File: src/rtl/dmem_responder.sv
// Multi-cycle data-memory responder for the MEM stage.
// A request is checked and latched in IDLE, held for LATENCY cycles in WAIT,
// and then performed on an internal word array. Done and AddrError are
// registered one-cycle pulses. Busy is decoded from the state register.
module dmem_responder #(
  parameter int DEPTH_WORDS = 64,
  parameter int LATENCY     = 2
) (
  input  logic        Clk,
  input  logic        Rst,
  input  logic        MemoryRead,
  input  logic        MemoryWrite,
  input  logic [63:0] Address,
  input  logic [63:0] WriteData,
  output logic [63:0] ReadData,
  output logic        Done,
  output logic        Busy,
  output logic        AddrError
);

  localparam int IDX_W = (DEPTH_WORDS > 1) ? $clog2(DEPTH_WORDS) : 1;
  localparam int CNT_W = (LATENCY > 1) ? $clog2(LATENCY) : 1;

  typedef enum logic [0:0] {
    IDLE = 1'b0,
    WAIT = 1'b1
  } state_t;

  state_t             state_q, state_d;
  logic [CNT_W-1:0]   cnt_q, cnt_d;
  logic               op_write_q, op_write_d;
  logic [IDX_W-1:0]   idx_q, idx_d;
  logic [63:0]        wdata_q, wdata_d;
  logic [63:0]        rdata_q, rdata_d;
  logic               done_q, done_d;
  logic               err_q, err_d;
  logic               mem_we;

  logic [63:0]        mem [DEPTH_WORDS];

  logic               req;
  logic               misaligned;
  logic               out_of_range;
  logic               conflict;

  assign req          = MemoryRead | MemoryWrite;
  assign misaligned   = (Address[2:0] != 3'b000);
  assign out_of_range = (Address >= (64'(DEPTH_WORDS) * 64'd8));
  assign conflict     = MemoryRead & MemoryWrite;

  // Control and result registers; reset returns to IDLE and clears outputs at once.
  always_ff @(posedge Clk or posedge Rst) begin
    if (Rst) begin
      state_q    <= IDLE;
      cnt_q      <= '0;
      op_write_q <= 1'b0;
      idx_q      <= '0;
      wdata_q    <= '0;
      rdata_q    <= '0;
      done_q     <= 1'b0;
      err_q      <= 1'b0;
    end else begin
      state_q    <= state_d;
      cnt_q      <= cnt_d;
      op_write_q <= op_write_d;
      idx_q      <= idx_d;
      wdata_q    <= wdata_d;
      rdata_q    <= rdata_d;
      done_q     <= done_d;
      err_q      <= err_d;
    end
  end

  // Next-state logic: accept or reject in IDLE, count down and complete in WAIT.
  always_comb begin
    state_d    = state_q;
    cnt_d      = cnt_q;
    op_write_d = op_write_q;
    idx_d      = idx_q;
    wdata_d    = wdata_q;
    rdata_d    = rdata_q;
    done_d     = 1'b0;
    err_d      = 1'b0;
    mem_we     = 1'b0;
    unique case (state_q)
      IDLE: begin
        if (req) begin
          if (misaligned || out_of_range || conflict) begin
            err_d = 1'b1;
          end else begin
            state_d    = WAIT;
            cnt_d      = CNT_W'(LATENCY - 1);
            op_write_d = MemoryWrite;
            idx_d      = Address[3 +: IDX_W];
            wdata_d    = WriteData;
          end
        end
      end
      WAIT: begin
        if (cnt_q == '0) begin
          state_d = IDLE;
          done_d  = 1'b1;
          if (op_write_q) begin
            mem_we = 1'b1;
          end else begin
            rdata_d = mem[idx_q];
          end
        end else begin
          cnt_d = cnt_q - CNT_W'(1);
        end
      end
      default: state_d = IDLE;
    endcase
  end

  // Word array; never reset, so an access discarded by reset leaves it untouched.
  always_ff @(posedge Clk) begin
    if (mem_we) begin
      mem[idx_q] <= wdata_q;
    end
  end

  assign ReadData  = rdata_q;
  assign Done      = done_q;
  assign AddrError = err_q;
  assign Busy      = (state_q == WAIT);

endmodule

File: config.mk
export PLATFORM = sky130hd
export DESIGN_NAME = dmem_responder
export DESIGN_NICKNAME = d
export VERILOG_FILES = /design/src/rtl/dmem_responder.sv
export SDC_FILE = /design/constraint.sdc
export NUM_CORES = 2
export LEC_CHECK = 0
export CAP_MARGIN = 15
export CORE_MARGIN = 3
export CORE_UTILIZATION = 35
export DETAILED_ROUTE_END_ITERATION = 16
export SLEW_MARGIN = 40
export SYNTH_ARGS = -nofsm -noshare
export SYNTH_HDL_FRONTEND = slang
export SYNTH_SLANG_ARGS = --single-unit
File: constraint.sdc
create_clock -name Clk -period 6 [get_ports Clk]
set_clock_uncertainty 0.1 [all_clocks]
set_input_delay 0.6 -clock Clk [delete_from_list [all_inputs] [get_ports Clk]]
set_output_delay 0.6 -clock Clk [all_outputs]
set_load 0.005 [all_outputs]
== After elaboration in Yosys (flattened, before gate mapping) ==
Memory sizes are Yosys's and may differ from the RTL's. A register that Yosys moved wholly into a read port is not among the register bits.
Cells that the tools add are included.

* Register bits: 75
* Bits in writable memories: 4096
* Bits of input ports: 132
* Output and inout port bits: 67
* Logic and storage cells: 42
* Memories: 1

{| class="wikitable"
|+ Memories
! name !! words !! bits a word !! read ports !! clocked after Yosys merged registers in !! write ports !! RTL line !! RTL
|-
| mem || 64 || 64 || 1 || 1 || 1 || 39 || <nowiki>logic [63:0] mem [DEPTH_WORDS];</nowiki>
|}

* $add $sub $neg: 1
* Magnitude comparators: 1
* Equality and inequality tests: 2
* Mux-type cells: 18
* Bitwise gates (word level): 6
* Reduce and logical (&&, ||, !) cells: 6

{| class="wikitable"
|+ Operators by type and width
! operator !! count
|-
| $ge 64x10->1 const B || 1
|-
| $mux 1 || 16
|-
| $reduce_and 3->1 || 2
|-
| $ne 2x2->1 const B || 2
|-
| $not 1->1 || 4
|-
| $pmux 1 s2 || 2
|-
| $reduce_bool 3->1 || 1
|-
| $logic_or 1x1->1 || 2
|-
| $reduce_and 2->1 || 1
|-
| $and 1x1->1 || 1
|-
| $or 1x1->1 || 1
|-
| $sub 1x1->1 const B || 1
|}

== Logic depth before layout (Yosys ltp) ==
* Depth after elaboration: 6
* Gate-level depth with buffers: 12
* Gate-level depth less buffers: 6

== Worst setup path after synthesis ==
No wires, ideal clock.

* Path type: reg-to-reg
* From: reg idx_q[0]
* To: mem mem[12][0], enable pin
* Setup time: 0.487 ns
* Arrival: 4.375 ns
* Data required time: 5.413 ns
* Path slack: 1.039 ns
* Cell stages (with the launch flop): 7
* Path buffers: 2
* Clock period less this slack: 4.961 ns
* Cells stage by stage: dfrtp_1 > or2_2 > buf_1 > nor2_1 > clkbuf_1 > nand2_1 > nor2_1

{| class="wikitable"
|+ RTL lines
! what !! RTL line !! RTL
|-
| from (decl) || 32 || <nowiki>logic [IDX_W-1:0] idx_q, idx_d;</nowiki>
|-
| from (signal assigned) || 66 || <nowiki>idx_q <= idx_d;</nowiki>
|-
| to (decl) || 39 ||
|}

No word-level cell before the write port.

== Final worst setup path ==
* From: reg idx_q[0]
* To: mem mem[56][28], enable pin

No word-level cell before the write port.

==> impl_metrics.json <==
{
  "ys_warn_count": 0,
  "hold_slack_ns": 0.0106,
  "start_kind": "flop",
  "cts_buffer_depth": 4,
  "critPathKind": "flop to flop",
  "worst_pin_slew_ns": 0.919,
  "yosys.area_share.simple": 0.0150,
  "ant_nets": 0,
  "synth_area_mm2": 0.162,
  "synth_nets": 8271,
  "muxShareOfSynthArea": 0.118,
  "nFillCells": 40486,
  "synth_fa_ha_area_frac": 0,
  "maxCapViolations": 0,
  "synth_area_per_cell_um2": 19.9,
  "rsz0062_at_grt": "false",
  "cts_setup_buffers": 0,
  "wl_per_cell_um": 37.2,
  "setup_violations": 0,
  "totalWireLength_um": 560000,
  "cts-resized-gates": 0,
  "final.setup.tns_ns": 0,
  "cts.sinks": 4235,
  "synth_edf_count": 4096,
  "clockRootBuffer": "clkbuf_16",
  "insertion_delay_ns": 0.99,
  "syn_to_final_growth_pct": 15.2,
  "crit_path_max_fanout": 23,
  "numCtsBuffers": 405,
  "async_reset_ff_frac": 0.0328,
  "fin_nets": 8682,
  "start_util": 0.352,
  "p_leak_nw": 46.8,
  "regArea_mm2": 0.127,
  "slew_viol_final": 0,
  "viasPerCell": 6.07,
  "drtIter0Drc": 15450,
  "hold_violations": 0,
  "hold_path.class": "input pin to async pin",
  "synth_top_family_by_area": "multiplexers",
  "worstSetupEndpointType": "flop",
  "netlist.area_leader.share": 0.760,
  "io_pins": 199,
  "ys_ff_latch": 4235,
  "ys_top_cells_by_area": "edfxtp_1 (76%), mux4_2 (6.1%), mux2i_1 (3.6%)",
  "die_x_um": 686,
  "overflow": 0,
  "first_pass_iters": 6,
  "dpl.hpwl_um": 303000,
  "required_ns": 6.50,
  "ys_types": 65,
  "grt_pass1_wl_um": 759000,
  "coreArea_mm2": 0.460,
  "seq_area_frac_synth": 0.781,
  "final_layout_size_suffix_gt1_frac": 0.207,
  "critPathArrivalTime_ns": 4.66,
  "die_area_mm2": 0.471,
  "vias": 91309,
  "rows": 249,
  "grt_max_degree": 124,
  "cts_hold_buf": 0,
  "drc": 0,
  "relSlewSlack": 0.387,
  "period_minus_slack_ns": 4.16,
  "cts_tree": "done",
  "grtUsageTotal": 0.232,
  "antenna_found_initial": 43,
  "htreeDepth": 5,
  "multi_input_comb_area_mm2": 0.0331,
  "gp_congestion": 0.820,
  "yosysTopAreaCell": "edfxtp_1",
  "netlist_instances": 8139,
  "synth-main-ff-cell": "edfxtp_1",
  "synthXorXnorAreaFrac": 0,
  "io_buffers": 198,
  "die_y_um": 686,
  "synth_compound_area_frac": 0.0668,
  "clk_pin_slew_ns": 0.07,
  "powerDensity_mw_per_mm2": 308,
  "vdd_drop_max_mv": 0.244,
  "finalCritPeriodShare": 0.693,
  "grt_pass1_vias": 89101,
  "clock.fmax_mhz": 240,
  "outcome": "finished clean"
}
==> metal layers <==
| metal | vias to the layer above | track usage | part of all wire |
|---|---|---|---|
| li1 | 34858 | - | - |
| met1 | 48126 | 0.305 | 0.36 |
| met2 | 6899 | 0.366 | 0.46 |
| met3 | 1406 | 0.0542 | 0.12 |
| met4 | 20 | 0.105 | 0.052 |
| met5 | - | 0 | 0.00026 |
==> area by class of cell <==
| class | count | area share |
|---|---|---|
| Sequential cell | 4235 | 0.679 |
| Multi-Input combinational cell | 3363 | 0.177 |
| Clock buffer | 518 | 0.0584 |
| Tap cell | 6149 | 0.0412 |
| Timing Repair Buffer | 540 | 0.0322 |
| Clock inverter | 224 | 0.0114 |
| Inverter | 5 | 0.000235 |
| Antenna cell | 15 | 0.000201 |
==> critical path: stages, from the launching register on <==
cell	delay (ns)
dfrtp_4	0.66
or2_2	0.58
nor2_1	0.53
nand2_1	0.59
nor2_4	0.82
buf_4	0.46
==> Yosys cell counts (all sizes together) (8+ instances only) <==
library cell  instances
edfxtp             4096
nand4                17
a21oi               233
clkbuf              152
a211o                14
nor4                 16
nand3                65
o211ai               23
a22oi               250
o22ai               121
nand2               181
a31oi                41
o21ai               202
mux2                304
o2111ai              12
a211oi               20
nor3                 13
mux4                439
a22o                 48
dfrtp               139
a222oi               45
nor2b                 8
a221o                85
o22a                 16
and3                  8
a221oi              250
o2bb2ai              27
and2                  8
o32a                 36
nor2                221
buf                 384
o221ai               26
mux2i               576
==> layout by cell type, fill, tap and decap left out, types with 177 or more instances in the layout <==
cell,synthesis,final
mux2_2,300,300
mux4_2,439,439
a22oi_1,250,250
a221oi_1,248,248
a21oi_1,233,233
edfxtp_1,4096,4096
buf_4,91,210
clkbuf_16,0,411
o21ai_0,186,186
mux2i_1,576,576
nand2_1,181,177
clkdlybuf4s50_1,0,198
==> flip-flops by register name (all words and copies together), names as in the netlist <==
name	cells
AddrError	1
Busy	1
Done	1
ReadData	64
cnt_q	1
idx_q	6
mem	4096
op_write_q	1
wdata_q	64
==> power breakdown <==
group	leakage [nW]	switching (W)	internal [W]
clock	6.35	0.0111	0.0143
sequential	29.7	0.000000173	0.0319
combinational	10.8	0.0000673	0.0000803
==> through the flow <==
stage	power, W	utilization	setup WS, ns	cells	cell area [µm²]
floorplan	0.0326	-	1.04	8139	162000
detailed placement	0.0327	0.376	1.85	14281	173000
global route	0.0588	0.405	1.82	15037	186000
CTS	0.0577	0.404	1.82	15023	186000
finish	0.0575	0.405	1.84	15049	187000
global placement	0.0327	0.375	1.68	14269	173000
==> worst paths after layout <==
| path | start | end | slack (ns) | depth (start not counted) |
|---|---|---|---|---|
| hold / removal | Rst | ReadData[33] | 0.01 | 2 |
| setup / recovery | idx_q[0] | mem[56][28] | 1.84 | 5 |
| hold reg to reg | wdata_q[16] | mem[5][16] | 0.40 | 0 |
| setup reg to reg | idx_q[0] | mem[56][28] | 1.84 | 5 |
| min in group Clk | WriteData[33] | wdata_q[33] | 0.14 | 2 |
| max in group asynchronous | Rst | ReadData[57] | 4.54 | 4 |
==> kinds of logic (layout without fill, tap and decap cells) <==
| logic type | count (synthesis) | count (layout) |
|---|---|---|
| other | 0 | 15 |
| AND/OR/NAND/NOR | 560 | 560 |
| multiplexers | 1319 | 1319 |
| flip-flops | 4235 | 4235 |
| AO/OA/AOI/OAI | 1484 | 1484 |
| buffers and inverters | 541 | 1287 |
Note: power is estimated with default switching activity, not from simulation.
